## src/rtl/seq_pattern_gen.sv

```systemverilog
// rtl/seq_pattern_gen.sv - serial MSB-first pattern generator with repeat count and zero-fill gaps
module seq_pattern_gen #(
    parameter int PAT_W = 4,
    parameter int CNT_W = 4,
    parameter int GAP_W = 3
) (
    input  logic             clk,
    input  logic             clear,
    input  logic             start,
    input  logic [PAT_W-1:0] pattern,
    input  logic [CNT_W-1:0] repeat_cnt,
    input  logic [GAP_W-1:0] gap,
    output logic             out,
    output logic             out_valid,
    output logic             busy,
    output logic             done
);

    localparam int IDX_W = (PAT_W > 1) ? $clog2(PAT_W) : 1;
    localparam logic [IDX_W-1:0] IDX_MAX = IDX_W'(PAT_W - 1);

    typedef enum logic [1:0] {S_IDLE, S_SEND, S_GAP, S_DONE} state_t;

    state_t             state, state_n;
    logic [PAT_W-1:0]   pat_q, pat_n;
    logic [CNT_W-1:0]   rep_left, rep_n;
    logic [GAP_W-1:0]   gap_q, gapq_n;
    logic [GAP_W-1:0]   gap_left, gapl_n;
    logic [IDX_W-1:0]   idx, idx_n;
    logic               out_n, valid_n, busy_n, done_n;

    always_ff @(posedge clk or posedge clear) begin
        if (clear) begin
            state     <= S_IDLE;
            pat_q     <= '0;
            rep_left  <= '0;
            gap_q     <= '0;
            gap_left  <= '0;
            idx       <= '0;
            out       <= 1'b0;
            out_valid <= 1'b0;
            busy      <= 1'b0;
            done      <= 1'b0;
        end else begin
            state     <= state_n;
            pat_q     <= pat_n;
            rep_left  <= rep_n;
            gap_q     <= gapq_n;
            gap_left  <= gapl_n;
            idx       <= idx_n;
            out       <= out_n;
            out_valid <= valid_n;
            busy      <= busy_n;
            done      <= done_n;
        end
    end

    // rep_left counts repetitions still owed after the one on the wire;
    // gap_left counts fill bits still owed after the one on the wire.
    always_comb begin
        state_n = state;
        pat_n   = pat_q;
        rep_n   = rep_left;
        gapq_n  = gap_q;
        gapl_n  = gap_left;
        idx_n   = idx;
        out_n   = 1'b0;
        valid_n = 1'b0;
        busy_n  = 1'b0;
        done_n  = 1'b0;
        case (state)
            S_IDLE: begin
                if (start) begin
                    pat_n  = pattern;
                    gapq_n = gap;
                    if (repeat_cnt != '0) begin
                        rep_n   = repeat_cnt - 1'b1;
                        idx_n   = IDX_MAX;
                        out_n   = pattern[PAT_W-1];
                        valid_n = 1'b1;
                        busy_n  = 1'b1;
                        state_n = S_SEND;
                    end else begin
                        rep_n   = '0;
                        done_n  = 1'b1;
                        state_n = S_DONE;
                    end
                end
            end
            S_SEND: begin
                valid_n = 1'b1;
                busy_n  = 1'b1;
                if (idx != '0) begin
                    idx_n = idx - 1'b1;
                    out_n = pat_q[idx_n];
                end else if (rep_left != '0) begin
                    rep_n = rep_left - 1'b1;
                    if (gap_q != '0) begin
                        gapl_n  = gap_q - 1'b1;
                        state_n = S_GAP;
                    end else begin
                        idx_n = IDX_MAX;
                        out_n = pat_q[PAT_W-1];
                    end
                end else begin
                    valid_n = 1'b0;
                    busy_n  = 1'b0;
                    done_n  = 1'b1;
                    state_n = S_DONE;
                end
            end
            S_GAP: begin
                valid_n = 1'b1;
                busy_n  = 1'b1;
                if (gap_left != '0) begin
                    gapl_n = gap_left - 1'b1;
                end else begin
                    idx_n   = IDX_MAX;
                    out_n   = pat_q[PAT_W-1];
                    state_n = S_SEND;
                end
            end
            S_DONE: state_n = S_IDLE;
            default: state_n = S_IDLE;
        endcase
    end

endmodule

```

## config.mk

```make
export PLATFORM = sky130hd
export DESIGN_NAME = seq_pattern_gen
export DESIGN_NICKNAME = d
export VERILOG_FILES = /design/src/rtl/seq_pattern_gen.sv
export SDC_FILE = /design/constraint.sdc
export NUM_CORES = 1
export LEC_CHECK = 0
export ABC_CLOCK_PERIOD_IN_PS = 1600
export CAP_MARGIN = 10
export CORE_MARGIN = 2
export CORE_UTILIZATION = 40
export DETAILED_ROUTE_END_ITERATION = 6
export HOLD_SLACK_MARGIN = 0.06
export PLACE_DENSITY = 0.62
export SLEW_MARGIN = 10
export SYNTH_ARGS = -nofsm -noshare
export SYNTH_HDL_FRONTEND = slang
export SYNTH_SLANG_ARGS = --single-unit
export TNS_END_PERCENT = 50
```

## constraint.sdc

```tcl
create_clock -name clk -period 1.6 [get_ports clk]
set_clock_uncertainty 0.1 [all_clocks]
set_input_delay 0.32 -clock clk [delete_from_list [all_inputs] [get_ports clk]]
set_output_delay 0.32 -clock clk [all_outputs]
set_load 0.01 [all_outputs]
```

==> impl_metrics.yaml <==
layout:
  fillCellCount: 274
  layout_commonest_cell: "buf_4"
  fin_nets: 191
  final_layout_size_suffix_gt1_share_pct: 48.0
  layoutNonFillerInstCount: 217
  multi_input_comb_area_um2: 833
  syn_to_final_growth_pct: 46.6
  mostFrequentLayoutCells: "31 x buf_4, 19 x dfrtp_1, 9 x nand2_1, 9 x clkdlybuf4s50_1, 8 x dlygate4sd2_1"
  layout.area.seq_um2: 528
  n_antenna_cell: 0
  stdcell_area_um2: 1900
power:
  ir_worst_vdd_mv: 0.845
  intPower_mw: 2.18
  seqPwrFrac_pct: 28.7
  powerDensity_nw_per_um2: 1920
  pwr-share-clk_pct: 7.5
  pwr-share-comb_pct: 63.7
  leakagePower_nw: 0.827
  netSwitchingPower_mw: 1.47
  p_sw_share_pct: 40.3
  finalPower_mw: 3.65
clock_tree:
  cts-buffers-inserted: 3
  cts_root_buffer: "clkbuf_4"
  path_clk_slew_ns: 0.13
  cts_tree: "done"
  ctsHoldBuffers: 0
  clock_latency_ns: 0.32
  cts.sinks: 21
  clock_path_buffers: 2
  htree_levels: 1
timing:
  period_minus_slack_ns: 1.70
  fmax_ghz: 0.588
  tightest_slew_ns: 0.593
  min_period_over_period_pct: 106
  setup_viol: 8
  slew_violations: 0
  maxSlewHeadroom_pct: 60.2
  finalHoldViolations: 0
  setup_slack_ns: -0.102
  rsz0062_at_grt: "true"
synth:
  synth-seq-cells: 21
  ys.warnings.count: 0
  synth_xor_area_share_pct: 0
  synthAdderAreaFrac_pct: 2.90
  syn_avg_cell_area_um2: 10.5
  synthSimpleGateAreaFrac_pct: 21.9
  yosysUniqueCellTypes: 50
  yosys.area.top_type: "dfrtp_1"
  synth_compound_area_share_pct: 19.4
  synth_seq_area_share_pct: 40.6
  ys.flop_type: "dfrtp_1"
  async_reset_ff_share_pct: 100
  synth-edff-count: 0
  synth_top_family_by_area: "simple AND/OR/NAND/NOR gates"
  synth_mux_area_share_pct: 10.5
  synthCells: 123
  synth_top_area_share_pct: 40.6
  syn-cell-area_um2: 1290
  syn_nets: 140
  synth_area_leaders: "dfrtp_1 41%, mux2_2 6.1%, ha_1 2.9%"
worst_setup_path:
  timing.rr.end: "out"
  worst_ep_required_time_ns: 1.71
  rrSetupSlack_ns: -0.10
  arrival_ns: 1.81
  rr_worst_depth: 4
  criticalPathCategory: "flop to flop"
  crit_path_max_fanout: 2
  crit_path_end_kind: "flop"
  crit_path_start_kind: "flop"
  cp-startpoint: "idx[0]"
  timing.rr.start: "idx[0]"
floorplan:
  die-height_um: 60.9
  start_util_pct: 42.4
  num_rows: 20
  fp.dieW_um: 60.9
  dieArea_um2: 3710
  io_pins: 18
  core_region_area_um2: 3050
placement:
  portBuffers: 17
  place_area_um2: 1700
  dp_hpwl_um: 2240
  place_congestion: 0.812
  dpl.cell_count: 205
  dp_slack_ns: -0.485
routing:
  antenna_left: 0
  dr_total_vias: 1149
  drtIter0Drc: 26
  vias_per_cell: 5.29
  wl_per_cell_um: 14.6
  dr.pass1.iters: 4
  routed_wl_um: 3170
  post-route-drc-count: 0
grt:
  busiest_layer: "met2"
  gr-total-overflow: 0
  grtUsageMet3_pct: 2.56
  grt_max_degree: 22
  grt_usage_pct: 18.6
  antenna_found_initial: 0
  grtUsageMet2_pct: 29.3
  use_met1_pct: 26.2
  grt_pass1_wl_um: 4980
  grt_pass1_vias: 1084
status:
  violations: "setup timing"
  outcome: "finished with violations"
flow_run:
  cap_viol_max_count: 0
min_path:
  hold_class: "primary input to async pin"
==> worst max-delay path: stages (launching register included) <==
cell and delay, ns:
dfrtp_1 0.39, inv_2 0.05, ha_4 0.27, mux4_2 0.49
a221o_1 0.30
==> kinds of logic (layout without fill, tap and decap cells) <==
group                    count (synthesis)  after routing
multiplexers                            11             11
AO/OA/AOI/OAI                           31             31
adder cells (fa/ha/maj)                  3              3
flip-flops                              21             21
buffers and inverters                   12             62
AND/OR/NAND/NOR                         45             45
==> cell type report <==
cell class | instances | area share (%)
Multi-Input combinational cell | 90 | 43.9
Sequential cell | 21 | 27.8
Timing Repair Buffer | 51 | 22.5
Tap cell | 44 | 2.90
Inverter | 7 | 1.39
Clock buffer | 3 | 1.19
Clock inverter | 1 | 0.264
==> registers in the layout, summed over array words and instances, names as in the netlist <==
name	count
rep_left	4
idx	2
busy	1
gap_q	3
pat_q	4
done	1
state	2
out	1
gap_left	3
==> routing by layer <==
layer	wire (um)	up-vias	share of wire, %
li1	-	556	-
met1	1420	560	45
met2	1580	26	50
met3	104	7	3.3
met4	62	0	2.0
met5	0	-	0
==> synth_stat cells (2+ instances only) <==
library cell,n
ha_1,3
nor2_1,10
inv_1,7
mux2i_1,2
buf_2,3
nand2_1,9
or3_1,3
o21ai_0,6
a211oi_1,2
nor3_1,4
a21oi_1,7
mux2_2,7
dfrtp_1,21
o31ai_1,3
==> power groups by stage <==
stage	combinational [mW]	clock, mW	sequential (mW)
2_1_floorplan	1.27	0	0.988
3_3_place_gp	1.84	0	1.02
3_5_place_dp	1.91	0	1.03
4_1_cts	2.07	0.278	1.02
5_1_grt	2.54	0.305	1.08
6_report	2.32	0.274	1.05
==> how the worst max path moves through the flow <==
stage / to / slack, ns / cells past startpoint
detailed placement: idx[1] / -0.48 / 5
global route: out / -0.15 / 4
global placement: idx[1] / -0.41 / 5
CTS: gap_left[0] / -0.09 / 6
floorplan: out / -0.08 / 6
finish: out / -0.10 / 4
==> per-stage QoR <==
step                      utilization, %  setup TNS (ns)  hold slack, ns
after floorplan                        -          -0.172           0.197
after global placement              55.5           -4.43           0.388
after detailed placement            55.5           -5.01           0.403
after CTS                           58.7          -0.552           0.246
after global routing                62.1           -1.38           0.285
final                               62.1          -0.568           0.229
==> repair_timing <==
action / CTS / global route
buffers inserted: 4 / 4
gates resized for setup: 20 / 20
setup endpoints to repair: 16 / 19
pin swaps: 11 / 10
Power figures use the tool's default switching activity.
